`config.mk`:
```
export PLATFORM = sky130hd
export DESIGN_NAME = tone_freq_meter
export DESIGN_NICKNAME = d
export VERILOG_FILES = /design/src/rtl/tone_freq_meter.sv
export SDC_FILE = /design/constraint.sdc
export NUM_CORES = 1
export LEC_CHECK = 0
export CAP_MARGIN = 20
export CORE_MARGIN = 5
export CORE_UTILIZATION = 60
export CTS_CLUSTER_DIAMETER = 200
export DETAILED_ROUTE_END_ITERATION = 12
export PLACE_DENSITY = 0.78
export SLEW_MARGIN = 20
export SYNTH_ARGS = -nofsm -noshare
export SYNTH_HDL_FRONTEND = slang
export SYNTH_SLANG_ARGS = --single-unit
export TNS_END_PERCENT = 1
```
`constraint.sdc`:
```
create_clock -name iCLK -period 5.6 [get_ports iCLK]
set_input_delay 0.56 -clock iCLK [delete_from_list [all_inputs] [get_ports iCLK]]
set_output_delay 0.56 -clock iCLK [all_outputs]
set_load 0.01 [all_outputs]
```
`src/rtl/tone_freq_meter.sv`:
```
// Tone frequency meter: counts synchronized rising edges of iSIG over a fixed gate and
// reports edges_per_gate * GATE_DIV (Hz) once per gate with valid/overflow/present flags.
module tone_freq_meter #(
   parameter int unsigned CLK_HZ   = 50000000,
   parameter int unsigned GATE_DIV = 4,
   parameter int unsigned CNT_W    = 16
) (
   input  logic                                 iCLK,
   input  logic                                 iRST,
   input  logic                                 iSIG,
   output logic [CNT_W+$clog2(GATE_DIV)-1:0]    oFREQ,
   output logic                                 oVALID,
   output logic                                 oOVF,
   output logic                                 oPRESENT
);

   localparam int unsigned GATE_LEN = CLK_HZ / GATE_DIV;
   localparam int unsigned SHIFT    = $clog2(GATE_DIV);
   localparam int unsigned FREQ_W   = CNT_W + SHIFT;
   localparam int unsigned GC_W     = (GATE_LEN > 1) ? $clog2(GATE_LEN) : 1;

   localparam logic [GC_W-1:0]  GC_LAST = GC_W'(GATE_LEN - 1);
   localparam logic [CNT_W-1:0] CNT_MAX = '1;

   typedef enum logic {StDiscard, StCount} state_t;

   logic              r_sync1, r_sync2, r_prev;
   logic              w_edge, w_term, w_sat;
   logic [GC_W-1:0]   r_gate_cnt, w_gate_nxt;
   logic [CNT_W-1:0]  r_edge_cnt, w_edge_nxt, w_cnt_inc;
   logic              r_ovf, w_ovf_nxt, w_ovf_inc;
   logic [FREQ_W-1:0] r_freq, w_freq_nxt;
   logic              r_valid, w_valid_nxt;
   logic              r_ovf_out, w_ovf_out_nxt;
   logic              r_present, w_present_nxt;
   state_t            r_state, w_state_nxt;

   always_ff @(posedge iCLK) begin
      if (iRST) begin
         r_sync1 <= 1'b0;
         r_sync2 <= 1'b0;
         r_prev  <= 1'b0;
      end else begin
         r_sync1 <= iSIG;
         r_sync2 <= r_sync1;
         r_prev  <= r_sync2;
      end
   end

   assign w_edge = r_sync2 & ~r_prev;
   assign w_term = (r_gate_cnt == GC_LAST);
   assign w_sat  = (r_edge_cnt == CNT_MAX);

   // Count as seen in this cycle, so an edge on the terminal cycle lands in the closing gate.
   assign w_cnt_inc = (w_edge && !w_sat) ? r_edge_cnt + CNT_W'(1) : r_edge_cnt;
   assign w_ovf_inc = r_ovf | (w_edge & w_sat);

   always_comb begin
      w_state_nxt   = r_state;
      w_gate_nxt    = w_term ? '0 : r_gate_cnt + GC_W'(1);
      w_edge_nxt    = w_term ? '0 : w_cnt_inc;
      w_ovf_nxt     = w_term ? 1'b0 : w_ovf_inc;
      w_freq_nxt    = r_freq;
      w_valid_nxt   = 1'b0;
      w_ovf_out_nxt = r_ovf_out;
      w_present_nxt = r_present;
      unique case (r_state)
         StDiscard: begin
            if (w_term) w_state_nxt = StCount;
         end
         StCount: begin
            if (w_term) begin
               w_freq_nxt    = FREQ_W'(w_cnt_inc) << SHIFT;
               w_valid_nxt   = 1'b1;
               w_ovf_out_nxt = w_ovf_inc;
               w_present_nxt = (w_cnt_inc != '0);
            end
         end
         default: w_state_nxt = StDiscard;
      endcase
   end

   always_ff @(posedge iCLK) begin
      if (iRST) begin
         r_state    <= StDiscard;
         r_gate_cnt <= '0;
         r_edge_cnt <= '0;
         r_ovf      <= 1'b0;
         r_freq     <= '0;
         r_valid    <= 1'b0;
         r_ovf_out  <= 1'b0;
         r_present  <= 1'b0;
      end else begin
         r_state    <= w_state_nxt;
         r_gate_cnt <= w_gate_nxt;
         r_edge_cnt <= w_edge_nxt;
         r_ovf      <= w_ovf_nxt;
         r_freq     <= w_freq_nxt;
         r_valid    <= w_valid_nxt;
         r_ovf_out  <= w_ovf_out_nxt;
         r_present  <= w_present_nxt;
      end
   end

   assign oFREQ    = r_freq;
   assign oVALID   = r_valid;
   assign oOVF     = r_ovf_out;
   assign oPRESENT = r_present;

endmodule

```
======== Yosys cells after proc, flatten, opt, wreduce, memory -nomap -nowiden ========
Cells that the tools add are included.
cells by class
  bitwise logic cells ..................... 5
  add/sub/neg operators ................... 2
  mux-type cells .......................... 3
  reduce and logical (&&, ||, !) cells .... 6
  equal/unequal tests ..................... 2
operator list
  cell                                                             number
  24-bit by 1-bit adder with 24-bit output, second input constant  1
  24-bit == test, second input constant                            1
  16-bit by 1-bit adder with 16-bit output, second input constant  1
  16-bit == test, second input constant                            1
  16-bit two-way mux                                               1
  16-bit nonzero test                                              1
  2-bit OR reduction                                               2
  1-bit AND                                                        2
  1-bit two-way mux                                                2
  1-bit NOT                                                        2
  2-bit AND reduction                                              1
  1-bit logical AND                                                1
  1-bit logical NOT                                                1
  1-bit bitwise OR                                                 1
word-level totals
  logic and storage cells ................. 29
  register bits after elaboration ......... 64
  output and inout bits ................... 21
  bits of input ports ..................... 3

======== Depth between registers and ports, before layout ========
Gate-level depths: netlist (run 1).
  depth in word-level cells ............... 5
  mapped depth ............................ 8
  depth with buffers taken out ............ 8

======== Least setup slack after synthesis (run 1) ========
No wires, ideal clock.
  path type ............................... register -> register
  start ................................... reg r_edge_cnt[0]
  end ..................................... reg r_present (netlist: oPRESENT)
  period minus slack after synthesis ...... 2.070 ns
  library setup time ...................... 0.127 ns
  path slack .............................. 3.530 ns
  cell stages (with the launch flop) ...... 9
  data required time ...................... 5.473 ns
  data arrival time ....................... 1.943 ns
  path through ............................ dfxtp_1 -> ha_1 -> nand3_1 -> nor2_1 -> nor4bb_1 -> xnor2_1 -> nand4_1 -> nor4_1 -> a21oi_1
between the ends
  word-level cells in the longest chain between the ends .. 5
  elaborated cells between the ends (all ways) .. 6
ends and longest elaborated chain
  item                                                                              RTL line  text
  from (decl)                                                                       30        logic [CNT_W-1:0] r_edge_cnt, w_edge_nxt, w_cnt_inc;
  from (signal assigned)                                                            96        r_edge_cnt <= w_edge_nxt;
  branches (longest 3 deep; another with 16-bit by 1-bit adder with 16-bit output)  n/a
  16-bit two-way mux *                                                              55        assign w_cnt_inc = (w_edge && !w_sat) ? r_edge_cnt + CNT_W'(1) : r_edge_cnt;
  16-bit nonzero test *                                                             76        w_present_nxt = (w_cnt_inc != '0);
  to (signal assigned)                                                              101       r_present <= w_present_nxt;
  to (decl)                                                                         35        logic r_present, w_present_nxt;
Mark *: on every way between the ends.
A chain may end at the register's enable or synchronous reset.

======== Final worst setup path (run 1) ========
Ends and elaborated chain as after synthesis.

==> results_tabular.tex, run 1 <==
\begin{tabular}{lr}
\hline
Metric & Value \\
\hline
\multicolumn{2}{l}{\textbf{Route}} \\
Post-DRT Antenna Nets & 0 \\
Total number of vias & 2154 \\
Pre-Repair DR Iteration Count & 4 \\
Post-DR wirelength/cell & 13.6 um \\
Sum of routed wire length over all layers & 5.40 mm \\
Via density per instance & 5.41 \\
Detailed-route DRC error count & 0 \\
Initial detailed-routing violation count & 123 \\
\multicolumn{2}{l}{\textbf{STA}} \\
Max-slew violation count & 0 \\
Fin crit share & 0.462 \\
Post-layout min period & 2.59 ns \\
Setup repair after global routing missed its margin & false \\
Worst setup skew after layout & 0.00679 ns \\
Setup TNS & 0 ns \\
Slew at the pin closest to its max-slew limit & 0.891 ns \\
Relative slew margins & 0.405 \\
Final setup violation count & 0 \\
Final number of hold-violating endpoints & 0 \\
Maximum operating frequency & 0.386 GHz \\
\multicolumn{2}{l}{\textbf{Synthesis}} \\
Top cell types by occurrence after synthesis & 75 x nor2\_1, 64 x dfxtp\_1, 26 x nand2\_1 \\
Flop and latch count out of synthesis & 64 \\
Sequential area share after synthesis & 0.469 \\
Most repeated cell in the gate-level netlist after synthesis & nor2\_1 \\
Instance count of the mapped netlist & 321 \\
Fraction of post-synthesis cell area in the top cell type by area & 0.469 \\
Most frequently used flop master after synthesis & dfxtp\_1 \\
Fraction of synthesis flops using an asynchronous set or reset pin & 0 \\
Mapped Area & 2730 um2 \\
Mean cell area of the mapped netlist & 8.51 um2 \\
Total of warnings raised by yosys & 0 \\
Top area cells in the synthesized netlist & dfxtp\_1 47\%, nor2\_1 10\%, xnor2\_1 5.8\%, xor2\_1 5.8\%, nand2\_1 3.6\% \\
Number of synthesized flops with an enable pin & 0 \\
Distinct cells, synth & 41 \\
Biggest area consumer among synthesized cells & dfxtp\_1 \\
\multicolumn{2}{l}{\textbf{Floorplanning}} \\
Die boundary height & 77.5 um \\
Standard cell core area & 4380 um2 \\
Area of the die & 6000 um2 \\
X dimension of the die & 77.5 um \\
Number of rows in the core area & 24 \\
Boundary pin count & 24 \\
Initial cell density of the core & 0.623 \\
\multicolumn{2}{l}{\textbf{Finish}} \\
Share of layout cells above drive strength 1 & 0.0636 \\
Number of flip-flops in the largest register & 24 \\
Utilization after layout & 0.723 \\
Signed area change from the synthesized netlist to the final layout & 16.2\% \\
Number of nets in the layout & 346 \\
Reg with most FFs & r\_gate\_cnt \\
FILL cells & 354 \\
Antenna Diode Count & 0 \\
\multicolumn{2}{l}{\textbf{Placed design}} \\
IO buf count & 21 \\
Post-DP HPWL & 3.76 mm \\
Final estimated routing congestion in global placement & 0.827 \\
\multicolumn{2}{l}{\textbf{Clock tree}} \\
Root Buffer & clkbuf\_8 \\
Clock sink count & 64 \\
Clock Latency Late Sink & 0.33 ns \\
Count of hold-fix buffers inserted at cts & 0 \\
Clock-pin slew reported for the worst setup and hold paths after clock tree synthesis & 0.07 ns \\
CTS buffer count & 9 \\
Max H-tree Level & 3 \\
Buffers from clock root to sink, at most & 2 \\
PostCTS Resize Cnt & 0 \\
Post-CTS Setup Repair Bufs & 0 \\
TritonCTS clock tree & done \\
\multicolumn{2}{l}{\textbf{Global route}} \\
Pin count of the biggest net entering global routing & 30 \\
Global-route wire length before repair & 9.74 mm \\
Vias in the first global route & 2114 \\
GRT Resource Usage Total & 0.201 \\
Grt total ovfl & 0 \\
Number of antenna violations at the first check in global routing & 0 \\
\multicolumn{2}{l}{\textbf{Worst hold path}} \\
Type of the tightest min-delay check & flop to flop \\
Min-Delay Path Depth & 1 \\
\multicolumn{2}{l}{\textbf{Critical path}} \\
Sort of element at the end of the critical path & flop \\
Req. time, crit path & 5.80 ns \\
Startpoint type of the worst setup path & flop \\
Type of the worst setup path & flop to flop \\
R2R depth & 8 \\
Worst-path fanout max & 5 \\
Arrival time worst endpoint & 2.79 ns \\
\multicolumn{2}{l}{\textbf{Pwr}} \\
Power after layout & 909 uW \\
Peak supply drop & 0.239 mV \\
Cell leakage power & 0.00114 uW \\
Pwr Density & 287 nW/um2 \\
\multicolumn{2}{l}{\textbf{Status}} \\
Outcome & completed \\
\multicolumn{2}{l}{\textbf{Flow run}} \\
Number of maximum-capacitance violations & 0 \\
\hline
\end{tabular}
layer usage:
layer	track usage	wire length [um]	vias up
met5	0	0	-
met2	0.265	2120	44
met1	0.294	2920	971
met3	0.0706	273	8
met4	0.0859	93	0
li1	-	-	1131
metrics by stage:
step,cells,area [um2],setup WS (ns),hold WS (ns)
floorplan,322,2730,3.53,0.414
global placement,382,2950,2.86,0.439
detailed placement,382,2950,2.83,0.444
CTS,398,3170,3.02,0.460
global route,398,3170,2.69,0.479
finish,398,3170,3.01,0.456
path summary, 6_finish.rpt:
| path | from | to | slack [ns] |
|---|---|---|---|
| worst max register to register | r_edge_cnt[0]$_SDFF_PP0_ | oPRESENT$_SDFFE_PP0P_ | 3.01 |
| worst max-delay path | r_edge_cnt[0]$_SDFF_PP0_ | oPRESENT$_SDFFE_PP0P_ | 3.01 |
| worst min register to register | r_sync1$_SDFF_PP0_ | r_sync2$_SDFF_PP0_ | 0.46 |
| worst min-delay path | r_sync1$_SDFF_PP0_ | r_sync2$_SDFF_PP0_ | 0.46 |
cells by family after synthesis:
kind of cell | synth area share
and+or+nand+nor | 0.318
DFF | 0.469
xor gates and xnor gates | 0.115
AOI/OAI and AO/OA | 0.0564
buffers and inverters | 0.0266
adders and majority gates | 0.00916
other | 0.00137
muxes | 0.00367
placed cells by master, fill, tap and decap left out, drive strengths merged, types with 4 or more instances in the layout:
master and n:
clkdlybuf4s50 21, dfxtp 64, xor2 18, nand3 15
and3 7, nor2 75, o21ai 4, nor2b 8
clkbuf 10, xnor2 18, nor3 8, nor4 6
nand4 14, nand2 26, a21oi 18
power by group:
part | internal [uW] | leakage [uW] | switching, uW | total [uW]
sequential | 458 | 0.000517 | 2.91 | 461
clock | 260 | 0.000112 | 169 | 429
combinational | 6.14 | 0.000510 | 12.4 | 18.5
cell type report:
cell class                      instances  area, um2  share of cell area
Tap cell                               52       65.1              0.0205
Clock inverter                          6       82.6              0.0260
Multi-Input combinational cell        242       1380               0.435
Sequential cell                        64       1280               0.404
Inverter                                2       7.51             0.00237
Timing Repair Buffer                   22        218              0.0686
Clock buffer                           10        138              0.0434
worst max-delay path: stages (launching register included):
cell and delay, ns:
dfxtp_1 0.41, ha_1 0.22, nand3_1 0.21, nor2_1 0.36
nor4bb_1 0.39, xnor2_1 0.22, nand4_1 0.13, nor4_1 0.40
a21oi_1 0.12
Note: power is estimated with default switching activity, not from simulation.
==> run 2, diff against run 1 <==
--- a/config.mk
+++ b/config.mk
@@ -7,10 +7,10 @@
 export LEC_CHECK = 0
 export CAP_MARGIN = 20
 export CORE_MARGIN = 5
-export CORE_UTILIZATION = 60
+export CORE_UTILIZATION = 51
 export CTS_CLUSTER_DIAMETER = 200
 export DETAILED_ROUTE_END_ITERATION = 12
-export PLACE_DENSITY = 0.78
+export PLACE_DENSITY = 0.71
 export SLEW_MARGIN = 20
 export SYNTH_ARGS = -nofsm -noshare
 export SYNTH_HDL_FRONTEND = slang
==> constraint.sdc (replaced) <==
create_clock -name iCLK -period 2.3 [get_ports iCLK]
set_input_delay 0.23 -clock iCLK [delete_from_list [all_inputs] [get_ports iCLK]]
set_output_delay 0.23 -clock iCLK [all_outputs]
set_load 0.01 [all_outputs]
==> run 2 against run 1 <==
Effect of this change:
- global-route usage is 2.2 points lower
- critical path type unchanged
- sequential cell count stayed put
- combinational power grew to 2.6 times the previous value
- sequential power is 140% higher
- first-iteration DRC count is 5.7% lower
- wire length is 7.9% higher
- clock power is 150% higher
- sequential share of layout area is 2.5 points lower
- count of clock-buffer cells in the layout is 1 lower
- maximum frequency is 18% higher
- worst hold slack worse by 0.013 ns
- total power is 150% higher
==> results_tabular.tex, run 2 (synthesis results as in run 1) <==
\begin{tabular}{lr}
\hline
Metric & Value \\
\hline
\multicolumn{2}{l}{\textbf{Status}} \\
Outcome & completed \\
\multicolumn{2}{l}{\textbf{Critical path}} \\
Slowest-stage cell, CP & dfxtp\_2 \\
Largest stage delay, worst path & 0.40 ns \\
Sort of element at the end of the critical path & flop \\
Type of the worst setup path & flop to flop \\
Req. time, crit path & 2.52 ns \\
Cell family with the largest share of critical-path delay & simple AND/OR/NAND/NOR gates \\
Worst Path Buf+Inv & 1 \\
Worst-path fanout max & 5 \\
Depth of the critical timing path with buffers and inverters included & 9 \\
Startpoint type of the worst setup path & flop \\
CP cell instances & ha\_4 -> nand3\_4 -> nor4\_4 -> buf\_4 -> nor3\_1 -> xnor2\_1 -> nand4\_1 -> nor4\_2 -> a21oi\_1 \\
R2R depth & 9 \\
Arrival time worst endpoint & 2.42 ns \\
\multicolumn{2}{l}{\textbf{Clock tree}} \\
Clock Latency Late Sink & 0.34 ns \\
Buffers from clock root to sink, at most & 2 \\
Clock-pin slew reported for the worst setup and hold paths after clock tree synthesis & 0.07 ns \\
Clock sink count & 64 \\
TritonCTS clock tree & done \\
Max H-tree Level & 3 \\
Root Buffer & clkbuf\_8 \\
Count of hold-fix buffers inserted at cts & 0 \\
CTS buffer count & 9 \\
\multicolumn{2}{l}{\textbf{Route}} \\
Via density per instance & 5.16 \\
Detailed-route DRC error count & 0 \\
Initial detailed-routing violation count & 116 \\
Post-DR wirelength/cell & 13.4 um \\
Post-DRT Antenna Nets & 0 \\
Pre-Repair DR Iteration Count & 4 \\
Sum of routed wire length over all layers & 5.83 mm \\
Total number of vias & 2245 \\
\multicolumn{2}{l}{\textbf{Global route}} \\
Global routing usage on met2 & 0.300 \\
Met1 GRT Util & 0.207 \\
Number of antenna violations at the first check in global routing & 0 \\
Grt total ovfl & 0 \\
Top Usage Layer GRT & met2 \\
Met3 track utilization from global routing & 0.0406 \\
Global-route wire length before repair & 10.0 mm \\
Pin count of the biggest net entering global routing & 25 \\
Vias in the first global route & 2246 \\
GRT Resource Usage Total & 0.179 \\
\multicolumn{2}{l}{\textbf{Pwr}} \\
Peak supply drop & 0.556 mV \\
Cell leakage power & 0.00122 uW \\
Pwr Density & 659 nW/um2 \\
\multicolumn{2}{l}{\textbf{Floorplanning}} \\
Die boundary height & 83.2 um \\
Standard cell core area & 5140 um2 \\
Area of the die & 6920 um2 \\
Initial cell density of the core & 0.531 \\
X dimension of the die & 83.2 um \\
Boundary pin count & 24 \\
Number of rows in the core area & 26 \\
\multicolumn{2}{l}{\textbf{Finish}} \\
Share of layout cells above drive strength 1 & 0.137 \\
FILL cells & 454 \\
Most frequent standard cell in the layout excluding fill and tap cells & nor2\_1 \\
Number of flip-flops in the largest register & 24 \\
Signed area change from the synthesized netlist to the final layout & 24.2\% \\
Most used cells in the layout excluding fill and tap cells & 74 x nor2\_1, 62 x dfxtp\_1, 26 x nand2\_1, 21 x clkdlybuf4s50\_1, 20 x buf\_4 \\
Reg with most FFs & r\_gate\_cnt \\
Number of nets in the layout & 365 \\
Area of all placed cells without fillers & 3390 um2 \\
Antenna Diode Count & 0 \\
\multicolumn{2}{l}{\textbf{Placed design}} \\
IO buf count & 21 \\
Placed inst area & 3100 um2 \\
Post-DP HPWL & 4.02 mm \\
Placement Setup Slack & -0.0730 ns \\
Final estimated routing congestion in global placement & 0.930 \\
\multicolumn{2}{l}{\textbf{STA}} \\
Maximum operating frequency & 0.454 GHz \\
Post-layout min period & 2.20 ns \\
Worst setup skew after layout & 0.00652 ns \\
Final setup violation count & 0 \\
Final number of hold-violating endpoints & 0 \\
Final worst setup slack & 0.0977 ns \\
Max-slew violation count & 0 \\
Setup TNS & 0 ns \\
Fin crit share & 0.958 \\
\multicolumn{2}{l}{\textbf{Worst hold path}} \\
Type of the tightest min-delay check & flop to flop \\
Min-Delay Path Depth & 1 \\
\multicolumn{2}{l}{\textbf{Flow run}} \\
Number of maximum-capacitance violations & 0 \\
\hline
\end{tabular}
[run 2: cell types whose count changed in the layout (fill, tap and decap cells not counted), sizes merged]
cell	before	now
clkinvlp	1	3
clkbuf	10	9
buf	1	20
clkinv	3	2
[run 2: final timing paths]
| path | startpoint | endpoint | slack [ns] |
|---|---|---|---|
| min | r_sync1$_SDFF_PP0_ | r_sync2$_SDFF_PP0_ | 0.44 |
| max | r_edge_cnt[0]$_SDFF_PP0_ | oPRESENT$_SDFFE_PP0P_ | 0.1 |
| min reg2reg | r_sync1$_SDFF_PP0_ | r_sync2$_SDFF_PP0_ | 0.44 |
| max reg2reg | r_edge_cnt[0]$_SDFF_PP0_ | oPRESENT$_SDFFE_PP0P_ | 0.1 |
[run 2: what timing repair did]
action                     4_1_cts  5_1_grt
cloned                           0        0
pin swaps                        1        2
setup buffers                    0        2
setup endpoints to repair        1        1
resized for setup                0       11
[run 2: power breakdown]
part	switching, uW	total [uW]	internal (uW)
registers	7.55	1120	1120
logic	30.9	48.9	18.1
clock network	452	1060	609
total	491	2230	1740
[run 2: area by class of cell]
type	count	area, um2	area share
tap	70	87.6	0.0258
clock buffer	9	124	0.0365
clock inverter	7	96.3	0.0284
multi-input combinational	242	1430	0.422
sequential	64	1280	0.379
inverter	2	7.51	0.00221
timing repair buffer	41	360	0.106
[run 2: layer usage]
metal | up-vias | wire length (um)
li1 | 1168 | -
met1 | 1026 | 2650
met2 | 36 | 2840
met3 | 15 | 197
met4 | 0 | 148
met5 | - | 0
[run 2: through the flow]
stage	util	power [uW]	instances	hold WS, ns
finish	0.660	2230	435	0.443
global route	0.660	2310	435	0.473
CTS	0.646	2250	433	0.444
detailed placement	0.603	1200	417	0.429
global placement	0.603	1200	417	0.428
floorplan	-	1180	322	0.302
